==> config.mk <==
export PLATFORM = sky130hd
export DESIGN_NAME = reg_writeback_ctrl
export DESIGN_NICKNAME = d
export VERILOG_FILES = /design/src/rtl/reg_writeback_ctrl.sv
export SDC_FILE = /design/constraint.sdc
export NUM_CORES = 1
export LEC_CHECK = 0
export ABC_AREA = 1
export ABC_CLOCK_PERIOD_IN_PS = 2550
export CORE_MARGIN = 2
export CORE_UTILIZATION = 50
export DETAILED_ROUTE_END_ITERATION = 6
export GPL_TIMING_DRIVEN = 1
export PLACE_DENSITY = 0.83
export SETUP_SLACK_MARGIN = 0.5
export SLEW_MARGIN = 20
export SYNTH_ARGS = -nofsm -noshare
export SYNTH_HDL_FRONTEND = slang
export SYNTH_SLANG_ARGS = --single-unit
==> constraint.sdc <==
create_clock -name clock -period 2.55 [get_ports clock]
set_input_delay 0.255 -clock clock [delete_from_list [all_inputs] [get_ports clock]]
set_output_delay 0.255 -clock clock [all_outputs]
set_load 0.05 [all_outputs]
==> src/rtl/reg_writeback_ctrl.sv <==
// Register-file write-back controller: round-robin ALU/load arbitration into a
// small FIFO, one registered write per cycle, and newest-value forwarding.
module reg_writeback_ctrl #(
    parameter int unsigned DATA_W = 16,
    parameter int unsigned ADDR_W = 4,
    parameter int unsigned DEPTH  = 4
) (
    input  logic              clock,
    input  logic              rst,
    input  logic              alu_valid,
    output logic              alu_ready,
    input  logic [ADDR_W-1:0] alu_reg,
    input  logic [DATA_W-1:0] alu_data,
    input  logic              mem_valid,
    output logic              mem_ready,
    input  logic [ADDR_W-1:0] mem_reg,
    input  logic [DATA_W-1:0] mem_data,
    input  logic              rf_busy,
    output logic              WE,
    output logic [ADDR_W-1:0] WrReg,
    output logic [DATA_W-1:0] InData,
    input  logic [ADDR_W-1:0] fwd_reg,
    output logic              fwd_hit,
    output logic [DATA_W-1:0] fwd_data,
    output logic [ADDR_W-1:0] count,
    output logic              empty
);
    localparam int unsigned PTR_W = (DEPTH > 1) ? $clog2(DEPTH) : 1;
    localparam int unsigned CNT_W = $clog2(DEPTH + 1);
    localparam logic SIDE_ALU = 1'b0;
    localparam logic SIDE_MEM = 1'b1;

    logic [ADDR_W-1:0] fifo_reg_q  [DEPTH];
    logic [DATA_W-1:0] fifo_data_q [DEPTH];

    logic [PTR_W-1:0]  head_q, head_d;
    logic [PTR_W-1:0]  tail_q, tail_d;
    logic [CNT_W-1:0]  count_q, count_d;
    logic              side_q, side_d;
    logic              we_q, we_d;
    logic [ADDR_W-1:0] wr_reg_q, wr_reg_d;
    logic [DATA_W-1:0] wr_data_q, wr_data_d;

    logic              full;
    logic              grant_alu;
    logic              grant_mem;
    logic              push_alu;
    logic              push_mem;
    logic              push;
    logic              pop;
    logic [ADDR_W-1:0] push_reg;
    logic [DATA_W-1:0] push_data;

    // Arbitration: the preferred side wins only when both sources are valid.
    assign full      = (count_q == CNT_W'(DEPTH));
    assign grant_mem = mem_valid && (!alu_valid || (side_q == SIDE_MEM));
    assign grant_alu = alu_valid && (!mem_valid || (side_q == SIDE_ALU));
    assign alu_ready = !full && !rst && grant_alu;
    assign mem_ready = !full && !rst && grant_mem;
    assign push_alu  = alu_valid && alu_ready;
    assign push_mem  = mem_valid && mem_ready;
    assign push      = push_alu || push_mem;
    assign push_reg  = push_mem ? mem_reg  : alu_reg;
    assign push_data = push_mem ? mem_data : alu_data;
    assign pop       = (count_q != '0) && !rf_busy;

    assign WE     = we_q;
    assign WrReg  = wr_reg_q;
    assign InData = wr_data_q;
    assign count  = ADDR_W'(count_q);
    assign empty  = (count_q == '0);

    always_comb begin : next_state
        head_d    = head_q;
        tail_d    = tail_q;
        count_d   = count_q;
        side_d    = side_q;
        we_d      = 1'b0;
        wr_reg_d  = wr_reg_q;
        wr_data_d = wr_data_q;

        if (push) begin
            tail_d = tail_q + PTR_W'(1);
        end
        if (pop) begin
            head_d    = head_q + PTR_W'(1);
            we_d      = 1'b1;
            wr_reg_d  = fifo_reg_q[head_q];
            wr_data_d = fifo_data_q[head_q];
        end

        case ({push, pop})
            2'b10:   count_d = count_q + CNT_W'(1);
            2'b01:   count_d = count_q - CNT_W'(1);
            default: count_d = count_q;
        endcase

        // Preference moves away only once the preferred side has been served.
        if ((side_q == SIDE_MEM && push_mem) || (side_q == SIDE_ALU && push_alu)) begin
            side_d = ~side_q;
        end
    end

    always_ff @(posedge clock) begin
        if (rst) begin
            head_q    <= '0;
            tail_q    <= '0;
            count_q   <= '0;
            side_q    <= SIDE_MEM;
            we_q      <= 1'b0;
            wr_reg_q  <= '0;
            wr_data_q <= '0;
        end else begin
            head_q    <= head_d;
            tail_q    <= tail_d;
            count_q   <= count_d;
            side_q    <= side_d;
            we_q      <= we_d;
            wr_reg_q  <= wr_reg_d;
            wr_data_q <= wr_data_d;
        end
    end

    always_ff @(posedge clock) begin
        if (push) begin
            fifo_reg_q[tail_q]  <= push_reg;
            fifo_data_q[tail_q] <= push_data;
        end
    end

    // Forwarding: scan oldest to newest so the youngest match overrides.
    always_comb begin : forward
        logic [PTR_W-1:0] idx;
        fwd_hit  = 1'b0;
        fwd_data = '0;
        idx      = head_q;
        if (we_q && (wr_reg_q == fwd_reg)) begin
            fwd_hit  = 1'b1;
            fwd_data = wr_data_q;
        end
        for (int i = 0; i < int'(DEPTH); i++) begin
            idx = head_q + PTR_W'(i);
            if ((CNT_W'(i) < count_q) && (fifo_reg_q[idx] == fwd_reg)) begin
                fwd_hit  = 1'b1;
                fwd_data = fifo_data_q[idx];
            end
        end
    end

endmodule
==> results.md <==
- CTS root buf: clkbuf_16
- Most used cell, CP: nand2_2
- Clock tree buffer depth: 2
- Largest net degree at the start of global routing: 74
- Clock transition at path regs: 0.08 ns
- Worst Setup End Kind: primary output
- Ant. Diodes: 0
- Final setup violation count: 17
- Insertion delay to the later sink of the worst-skew pair: 0.37 ns
- Share of Yosys cell area claimed by the top area cell type: 33.2%
- Rows: 43
- Sw frac: 49.3%
- Maxcap violations: 0
- Post-detail-place hpwl: 14400 µm
- DR WL/cell: 16.6 µm
- Layout cell share with drive strength beyond 1: 20.2%
- Synth unique cells: 31
- Tcrit/Tclk final: 106%
- Commonest non-fill, non-tap cell in the layout: nand2_1
- Worst slew pin tran: 0.499 ns
- Post-route setup TNS: -1.62 ns
- Area grow syn2layout: 33.2%
- Post-Synthesis Cell Area: 7230 µm²
- Peak Freq: 0.370 GHz
- First-pass GRT wire length: 32000 µm
- DRC: 0
- Max VDD drop: 0.478 mV
- Max-slew headroom: 66.6%
- Die W: 124 µm
- Finished Core Util: 68.9%
- Fin area: 9630 µm²
- Initial Utilization: 51.7%
- Number of H-tree levels: 3
- Final hold vios: 0
- Tot GR Track Use: 25.4%
- GRT overflow: 0
- CP arrival: 2.45 ns
- CTS Buf Count: 9
- Combinational Power Share: 61.6%
- Clock share of power: 14.0%
- Total Wirelength: 20900 µm
- Syn_nets: 1040
- Clock Skew: 0.00796 ns
- Via count: 7298
- Required @ worst endpoint: 2.30 ns
- Syn Inst Count: 982
- Slowest CP cell: dfxtp_4
- Met2 GRT Util: 36.1%
- Grt met3 use: 3.74%
- First DRT Iteration DRCs: 1162
- Status: complete, but fails checks
- Core area: 14000 µm²
- Placed cell area: 8770 µm²
- CTS tree: built
- Fillers: 1129
- Die height: 124 µm
- Buffers & Inverters on Critical Path: 4
- Global route hottest layer: met1
- Io pins: 94
- Die area: 15400 µm²
- Vias/cell: 5.81
- Top post-synthesis cells by area: edfxtp_1, nand2_1, dfxtp_1
- Unrepaired setup endpoints after global routing: yes
- Leakage: 3.90 nW
- Initial antenna violation count: 0
- Clk sinks: 111
- Total internal power: 0.00514 W
- Tmin final: 2.71 ns
- Grt met1 use: 40.1%
- Nets: 1129
- Min-Delay Path Class: primary input to flop
- CP delay by family, top: simple AND/OR/NAND/NOR gates
- Power per cell area: 1050 nW/µm²
- Critical path type: flop to primary output
- Final WS setup: -0.156 ns
- P_sw: 0.00499 W
- Worst-path cell chain: inv_4 > buf_8 > nand2_8 > nand2_8 > nand2_4 > nand2_2 > nand2_2 > nand2_2 > nor2_4 > nand3_4 > clkbuf_16 > nor2_4 > nor2_1 > nand2_1 > nand2_2 > nand2_4 > buf_12
- Sequential Power Share: 24.4%
- Synth Register Bits: 111
- Most frequent cells in the layout: nand2_1, o21ai_0, edfxtp_1
- Placer Congestion: 0.898
- Yosys top cell by area: edfxtp_1
- Failing checks: negative setup slack
- Final Max Tran Viols: 0
- Startpoint Class: flop
- Sequential area share after synthesis: 41.8%
- 1st-pass router iterations: 6
- Port-buffer cells: 92
- Slowest stage delay, CP: 0.42 ns
- Antenna Nets Post-Route: 0
- Crit Path Max Fanout: 8
- Number of global-route vias before repair: 6197
- Warnings from Yosys: 0
- Syn_area_per_cell: 7.37 µm²
-- power by group through the flow --
stage	sequential, W	combinational [W]	clock (W)
finish	0.00247	0.00624	0.00142
global route	0.00251	0.00668	0.00149
CTS	0.00245	0.00560	0.00143
detailed placement	0.00249	0.00551	0
global placement	0.00248	0.00543	0
floorplan	0.00288	0.00335	0
-- stage by stage --
stage | setup WS [ns] | hold WS [ns] | power, W | instances
3_5_place_dp | 0.167 | 0.535 | 0.00800 | 1223
4_1_cts | -0.0297 | 0.470 | 0.00949 | 1244
5_1_grt | -0.249 | 0.488 | 0.0107 | 1256
2_1_floorplan | 0.185 | 0.324 | 0.00623 | 982
6_report | -0.156 | 0.469 | 0.0101 | 1256
3_3_place_gp | 0.176 | 0.514 | 0.00791 | 1223
-- final cells by class --
cell class / instances / area [µm²] / share of cell area [%]
repair buffers: 139 / 1690 / 17.5
flip-flops and latches: 111 / 3050 / 31.7
inverters: 80 / 315 / 3.27
clock buffers: 9 / 225 / 2.34
multi-input cells: 730 / 4060 / 42.1
clock inverters: 7 / 71.3 / 0.740
well taps: 180 / 225 / 2.34
-- Yosys cell counts --
library cell / number
nand3_1: 52
nor3_1: 2
inv_2: 5
buf_2: 15
or2_1: 1
a22oi_1: 17
buf_4: 7
xor2_1: 5
nand3_4: 1
nor2_4: 3
a211oi_1: 1
nor2_1: 86
ha_1: 9
clkinv_1: 1
buf_6: 4
o21ai_0: 104
nor2_2: 2
nand3_2: 2
clkbuf_1: 31
inv_1: 74
nand2_2: 2
a21oi_1: 49
conb_1: 1
nand2_1: 291
o211ai_1: 33
mux2_2: 20
edfxtp_1: 80
dfxtp_1: 31
o21ai_1: 14
nand4_1: 33
buf_1: 6
-- worst paths after layout --
kind              cells past startpoint                     from                          end  slack [ns]
setup reg to reg                      9  count_q[0]$_SDFFE_PP0P_  fifo_data_q[1][2]$_DFFE_PP_        0.57
setup / recovery                     17   head_q[0]$_SDFFE_PP0P_                 fwd_data[13]       -0.16
hold / removal                        2                  rf_busy                WE$_SDFF_PP0_        0.47
hold reg to reg                       2   tail_q[1]$_SDFFE_PP0P_       tail_q[1]$_SDFFE_PP0P_        0.54
-- flip-flops by register name (all words and copies together), names as in the netlist, named ones only --
signal       flops
fifo_data_q     64
side_q           1
WrReg            4
fifo_reg_q      16
head_q           2
InData          16
tail_q           2
WE               1
count_q          3
-- routing by layer --
metal	vias to the layer above	part of all wire [%]
li1	3504	-
met2	486	43
met3	57	10
met4	0	2.2
met5	-	0
met1	3251	44
-- cell families (layout without fill, tap and decap cells) --
group | after synthesis | after routing | synth area share, %
simple gates | 475 | 477 | 27.6
compound gates | 218 | 218 | 16.8
buf+inv | 143 | 235 | 8.46
flops | 111 | 111 | 41.8
mux | 20 | 20 | 3.11
fa+ha+maj | 9 | 9 | 1.56
xor+xnor | 5 | 5 | 0.605
other cells | 1 | 1 | 0.0518
-- timing repair --
item / CTS / global route
cloned: 1 / 7
setup endpoints to repair: 51 / 19
pin swaps: 4 / 37
setup buffers: 4 / 5
resized for setup: 16 / 84
hold buffers: 0 / 0
(Power assumes the default switching activity.)
